[config.mk]
export PLATFORM = sky130hd
export DESIGN_NAME = shift_reg_universal_n
export DESIGN_NICKNAME = d
export VERILOG_FILES = /design/src/rtl/shift_reg_universal_n.sv
export SDC_FILE = /design/constraint.sdc
export NUM_CORES = 1
export LEC_CHECK = 0
export CAP_MARGIN = 20
export CORE_AREA = 2 2 56 58
export CTS_BUF_LIST = sky130_fd_sc_hd__clkbuf_16
export DETAILED_ROUTE_END_ITERATION = 8
export DIE_AREA = 0 0 58 60
export MAX_ROUTING_LAYER = met4
export PLACE_DENSITY_LB_ADDON = 0.3
export SLEW_MARGIN = 20
export SYNTH_ARGS = -nofsm -noshare
export SYNTH_HDL_FRONTEND = slang
export SYNTH_SLANG_ARGS = --single-unit
export TNS_END_PERCENT = 10
[constraint.sdc]
create_clock -name Clk -period 1.7 [get_ports Clk]
set_input_delay 0.425 -clock Clk [delete_from_list [all_inputs] [get_ports Clk]]
set_output_delay 0.425 -clock Clk [all_outputs]
set_load 0.03 [all_outputs]
[src/rtl/shift_reg_universal_n.sv]
// Universal shift register with per-cycle hold/shift/load/rotate/arith modes
// and a counted burst engine that repeats one shift mode N times from a single start.
module shift_reg_universal_n #(
    parameter int DATA_WIDTH = 8,
    parameter int CNT_WIDTH  = $clog2(DATA_WIDTH + 1)
) (
    input  logic                  Clk,
    input  logic                  Reset,
    input  logic [2:0]            mode,
    input  logic [DATA_WIDTH-1:0] p,
    input  logic                  SRSI,
    input  logic                  SLSI,
    input  logic                  start,
    input  logic [CNT_WIDTH-1:0]  shift_count,
    output logic [DATA_WIDTH-1:0] q,
    output logic                  SRSO,
    output logic                  SLSO,
    output logic                  busy,
    output logic                  done
);

    typedef enum logic {
        S_IDLE,
        S_BURST
    } state_t;

    localparam logic [2:0] M_HOLD = 3'b000;
    localparam logic [2:0] M_SHL  = 3'b001;
    localparam logic [2:0] M_SHR  = 3'b010;
    localparam logic [2:0] M_LOAD = 3'b011;
    localparam logic [2:0] M_ROL  = 3'b100;
    localparam logic [2:0] M_ROR  = 3'b101;
    localparam logic [2:0] M_ASR  = 3'b110;

    state_t                  r_state;
    logic [2:0]              r_mode;
    logic [CNT_WIDTH-1:0]    r_remaining;
    logic [DATA_WIDTH-1:0]   r_q;
    logic                    r_busy;
    logic                    r_done;

    logic [2:0]              w_op_mode;
    logic [DATA_WIDTH-1:0]   w_next_q;
    logic                    w_is_shift;
    logic                    w_accept;
    logic [CNT_WIDTH-1:0]    w_count_m1;

    // While bursting the latched mode drives the datapath; inputs are ignored.
    assign w_op_mode = (r_state == S_BURST) ? r_mode : mode;

    always_comb begin
        w_next_q = r_q;
        unique case (w_op_mode)
            M_SHL:   w_next_q = {r_q[DATA_WIDTH-2:0], SRSI};
            M_SHR:   w_next_q = {SLSI, r_q[DATA_WIDTH-1:1]};
            M_LOAD:  w_next_q = p;
            M_ROL:   w_next_q = {r_q[DATA_WIDTH-2:0], r_q[DATA_WIDTH-1]};
            M_ROR:   w_next_q = {r_q[0], r_q[DATA_WIDTH-1:1]};
            M_ASR:   w_next_q = {r_q[DATA_WIDTH-1], r_q[DATA_WIDTH-1:1]};
            default: w_next_q = r_q;
        endcase
    end

    always_comb begin
        w_is_shift = 1'b0;
        unique case (mode)
            M_SHL, M_SHR, M_ROL, M_ROR, M_ASR: w_is_shift = 1'b1;
            default:                          w_is_shift = 1'b0;
        endcase
    end

    assign w_accept   = start && (r_state == S_IDLE) &&
                        (shift_count != '0) && w_is_shift;
    assign w_count_m1 = shift_count - CNT_WIDTH'(1);

    always_ff @(posedge Clk) begin
        if (Reset) begin
            r_state     <= S_IDLE;
            r_mode      <= M_HOLD;
            r_remaining <= '0;
            r_q         <= '0;
            r_busy      <= 1'b0;
            r_done      <= 1'b0;
        end else begin
            r_q <= w_next_q;
            unique case (r_state)
                S_IDLE: begin
                    if (w_accept) begin
                        r_mode      <= mode;
                        r_remaining <= w_count_m1;
                        if (w_count_m1 != '0) begin
                            r_state <= S_BURST;
                            r_busy  <= 1'b1;
                            r_done  <= 1'b0;
                        end else begin
                            r_done  <= 1'b1;
                        end
                    end else begin
                        r_done <= 1'b0;
                    end
                end
                S_BURST: begin
                    r_remaining <= r_remaining - CNT_WIDTH'(1);
                    if (r_remaining == CNT_WIDTH'(1)) begin
                        r_state <= S_IDLE;
                        r_busy  <= 1'b0;
                        r_done  <= 1'b1;
                    end
                end
                default: r_state <= S_IDLE;
            endcase
        end
    end

    assign q    = r_q;
    assign busy = r_busy;
    assign done = r_done;
    assign SRSO = r_q[DATA_WIDTH-1];
    assign SLSO = r_q[0];

endmodule

==> out/metrics.cfg <==
[outcome]
outcome = completed

[routing]
dr.pass1.iters = 4
viasPerCell = 5.51
wl_met1_mm = 1.47
routed_wirelength_mm = 3.26
final_antenna_net_count = 0
route.detailed.drc = 0
vias = 1261
drt_iter0_markers = 31
routed-wl-met2_mm = 1.61
wl_met3_um = 163
wl_per_cell_um = 14.2
routed.top_layer = met4

[final_layout]
nNetsFinal = 221
drive_gt1_share_pct = 30.6
finalNonFillerCells = 229
fin_area_mm2 = 0.00187
syn_to_final_growth_pct = 56.2
diodes = 0

[critical_path]
path_delay_family = buffers and inverters
cp_slowest_stage_delay_ps = 660
critPathCaptureType = output pin
critPathSlowestCell = clkdlybuf4s50_1
critPathBufInv = 1
cp.required_ps = 1270
setup.worst_path.class = reg2out
cp_data_arrival_time_ps = 1230
path_cells = clkdlybuf4s50_1
crit_path_start_kind = register
crit_path_max_fanout = 2

[sta]
hold_viol = 0
fin_setup_tns_ps = 0
finalSetupViolations = 0
holdWs_ps = 478
layout_min_cycle_time_ps = 1660
timing.final.max_slew_violations = 0
clock_skew_ps = 1.73
tightestPinTransition_ps = 438
post-route-period-util_pct = 97.4
relSlewSlack_pct = 70.7
rsz0062_at_grt = yes
fmax_ghz = 0.604

[logic_synthesis]
synth_area_mm2 = 0.00120
ys_seq_area_share_pct = 30.0
synth_edf_count = 0
synth_cell_types = 41
synth-main-ff-cell = dfxtp_1
synthCells = 137
yosysWarnings = 0
synthArstFlopShare_pct = 0
syn_avg_cell_area_um2 = 8.76
ys_ff_latch = 18
syn_nets = 161

[grt]
grt_pass1_wl_mm = 5.39
grt_pass1_vias = 1231
grt.total_usage_pct = 20.5
grt.overflow.total = 0
antenna_found_initial = 0
grt_max_degree = 12

[pwr]
p_leak_nw = 0.816
ir_drop_mv = 0.532
p_per_area_mw_per_mm2 = 897
p_sw_mw = 0.566
p_seq_share_pct = 31.9
p_int_mw = 1.12
swShare_pct = 33.6
p_clk_share_pct = 28.5
combPwrFrac_pct = 39.6
p_total_mw = 1.68

[clocking]
cts_made_buffers = 3
numClockSinks = 18
cts_hold_buffers = 0
h-tree-depth = 1
path_clk_slew_ps = 50
tritoncts = done
clock_latency_ps = 250
root_buffer = clkbuf_16
max-clock-path-buffers = 2

[floorplanning]
dieArea_mm2 = 0.00348
initial_core_util_pct = 41.3
pin_count = 32
core_area_mm2 = 0.00290
num_rows = 20
die_x_um = 58
die_h_um = 60

[place]
finalWeightedCongestion = 0.884
portBuffers = 31
dp_cells = 223
dp_hpwl_mm = 2.46
place_area_mm2 = 0.00173

[min_path]
min_path_type = reg2reg

[job]
maxCapViolations = 0

==> synthesized netlist by cell type (4+ instances only) <==
library cell	count	share of area, %
mux2i_1	5	4.2
o221ai_1	8	5.8
inv_1	9	2.8
nor3_1	4	1.7
nand2b_1	4	2.1
a221oi_1	4	2.9
a21oi_1	8	3.3
nor2_1	10	3.1
nand2_1	10	3.1
o21ai_0	5	2.1
ha_1	4	4.2
dfxtp_1	18	30
==> state kept, by name, summed over array words and instances (netlist names) <==
register,flops
r_remaining,4
done,1
busy,1
q,8
r_mode,3
r_state,1
==> logic make-up (layout without fill, tap and decap cells) <==
kind of cell	after synthesis	in the layout	share of synthesized area (%)
xor+xnor	5	5	5.21
simple gates	40	40	17.2
buf+inv	18	77	7.40
flops	18	18	30.0
compound gates	42	42	26.6
mux	10	10	9.38
fa+ha+maj	4	4	4.17
==> layout by cell type (no fill, tap or decap), types with 2 or more instances in the layout <==
master and n:
inv_1 7, nor3_1 4, nand2b_1 3, o21ai_0 4, clkdlybuf4s50_1 12, mux2_2 2
or3_1 3, a31oi_1 2, buf_4 32, nor2_1 10, a21oi_2 2, a21oi_1 8
o22ai_1 3, ha_1 3, a221oi_1 3, a211oi_1 3, inv_2 2, dlymetal6s2s_1 3
nand2_1 10, o221ai_1 8, dfxtp_1 17, mux2i_1 5, clkdlybuf4s15_2 2, dlygate4sd2_1 14
xnor2_1 3, clkbuf_16 3, mux2_4 2, a221oi_2 2
==> final timing paths <==
kind / startpoint / endpoint / slack, ps / cells after the start
worst max-delay path: q[5] / q[5] / 40 / 1
worst min-delay path: busy / busy / 480 / 2
worst max register to register: r_state / r_state / 70 / 6
worst min register to register: busy / busy / 480 / 2
==> area by class of cell <==
| type | instances | area, um^2 |
|---|---|---|
| flip-flops and latches | 18 | 364 |
| repair buffers | 64 | 554 |
| inverters | 9 | 33.8 |
| clock buffers | 3 | 75.1 |
| well taps | 33 | 41.3 |
| clock inverters | 1 | 3.75 |
| fillers | 235 | 1030 |
| multi-input cells | 101 | 802 |
==> per-layer routing <==
layer  up-vias  GRT usage [%]
li1        629              -
met1       593           25.0
met2        37           35.2
met3         2           3.25
met4         0           5.32
met5         -              -
==> power groups by stage <==
stage / Sequential, mW / Combinational, mW / Clock [mW]
6_report: 0.536 / 0.666 / 0.480
5_1_grt: 0.546 / 0.716 / 0.501
2_1_floorplan: 0.598 / 0.330 / 0
3_3_place_gp: 0.541 / 0.647 / 0
4_1_cts: 0.535 / 0.654 / 0.489
3_5_place_dp: 0.543 / 0.660 / 0
==> metrics by stage <==
step | util, % | worst slack (ps)
global placement | 59.6 | -502
finish | 64.6 | 44.6
CTS | 63.6 | 1.14
global route | 64.6 | -20.1
detailed placement | 59.6 | -601
floorplan | - | 19.8
==> what timing repair did <==
action / 4_1_cts / 5_1_grt
pin swaps: 5 / 5
hold endpoints to repair: 0 / 0
resized for setup: 30 / 7
setup buffers: 2 / 0
setup endpoints to repair: 28 / 17
Power figures use the tool's default switching activity.
==> RTL change, RTL diff (config.mk and constraints unchanged) <==
Change the parameter `DATA_WIDTH` from 8 to 4.
--- a/src/rtl/shift_reg_universal_n.sv
+++ b/src/rtl/shift_reg_universal_n.sv
@@ -2,5 +2,5 @@
 // and a counted burst engine that repeats one shift mode N times from a single start.
 module shift_reg_universal_n #(
-    parameter int DATA_WIDTH = 8,
+    parameter int DATA_WIDTH = 4,
     parameter int CNT_WIDTH  = $clog2(DATA_WIDTH + 1)
 ) (
Ports: changed (resized p, q and shift_count); port bits go from 32 to 23. No check against the original RTL was run, so the function may have changed too.
==> RTL change against the original RTL <==
  * Maximum frequency fell by 0.39%
  * Clock skew shrank 0.00070 ns
  * Area after synthesis down 29%
  * Sequential cell count shrank 5
  * Routed wire length is 29% lower
  * Synthesized cell count is 30% lower
  * Worst setup slack worse by 0.0064 ns
  * Final area is 27% lower
  * Total power down 25%
  * Count of clock-buffer cells in the layout did not move
  * Largest cell class unchanged
==> RTL change: results <==
export IMPL_status="finished clean"
export IMPL_dp_hpwl_um=1730
export IMPL_nNetsFinal=156
export IMPL_synthAdderAreaFrac_pct=7.37
export IMPL_fillers=289
export IMPL_grt_usage_pct=16.0
export IMPL_synth_common_cells="dfxtp_1 (13), inv_1 (9), a21oi_1 (7), nand2_1 (6), nor2_1 (6)"
export IMPL_drt_iter0_drc=20
export IMPL_use_met3_pct=2.60
export IMPL_slew_headroom_pct=64.6
export IMPL_via_per_inst=5.03
export IMPL_avgRoutedWirePerCell_um=13.7
export IMPL_grt_first_pass_wirelength_um=4100
export IMPL_synth_nets=116
export IMPL_r2r_slack_ns=0.05
export IMPL_cp_startpoint="done"
export IMPL_drive_gt1_share_pct=34.8
export IMPL_r2r_cells=4
export IMPL_endpoint="done"
export IMPL_synth_compound_area_share_pct=26.5
export IMPL_largest_reg_flops=4
export IMPL_use_met1_pct=17.9
export IMPL_synth_distinct_cells=43
export IMPL_finClkSkew_ns=0.00102
export IMPL_p_clk_share_pct=35.3
export IMPL_p_int_uw=877
export IMPL_synth_xor_area_share_pct=1.03
export IMPL_place_area_sq_um=1240
export IMPL_leakage_uw=0.000602
export IMPL_numPortBuffers=22
export IMPL_place_ws_ns=-0.580
==> RTL change: tightest hold or removal path: cells and delay by family (launching register included) <==
kind,cells,cell delay [ns]
compound gates,1,0.05
simple gates,1,0.07
flops,1,0.30
==> RTL change: final cells by class <==
cell class              instances  area (sq um)  share of cell area [%]
well taps                      33          41.3                    3.00
clock inverters                 1          3.75                   0.273
flip-flops and latches         13           262                    19.0
repair buffers                 41           352                    25.5
inverters                       9          41.3                    3.00
clock buffers                   3          75.1                    5.45
multi-input cells              68           602                    43.7
==> RTL change: worst min-delay path by stage <==
stage,start,endpoint,slack (ns),cells past startpoint
detailed placement,busy,busy,0.45,2
finish,busy,busy,0.47,2
floorplan,r_mode[2],r_mode[2],0.47,2
global placement,busy,busy,0.45,2
global route,busy,busy,0.49,2
CTS,busy,busy,0.46,2
==> RTL change: per-stage QoR <==
| stage | cells | total power [uW] | util (%) | hold slack [ns] |
|---|---|---|---|---|
| floorplan | 96 | 645 | - | 0.466 |
| global placement | 162 | 800 | 42.9 | 0.453 |
| detailed placement | 162 | 809 | 42.9 | 0.452 |
| CTS | 168 | 1270 | 47.1 | 0.464 |
| global route | 168 | 1330 | 47.4 | 0.495 |
| finish | 168 | 1270 | 47.4 | 0.474 |
==> RTL change: logic make-up after synthesis <==
kind of cell	after synthesis
AOI/OAI and AO/OA	29
and+or+nand+nor	27
buffers and inverters	15
DFF	13
muxes	6
adders and majority gates	5
xor gates and xnor gates	1
==> RTL change: per-layer routing <==
metal	part of all wire, %	wire length [um]
met5	0	0
met4	1.8	41
met3	3.4	78
met2	50	1160
met1	44	1020
==> RTL change: timing repair <==
item / in CTS / in global routing
buffers inserted: 2 / 0
resized for setup: 21 / 8
pin swaps: 4 / 3
setup endpoints to repair: 17 / 10
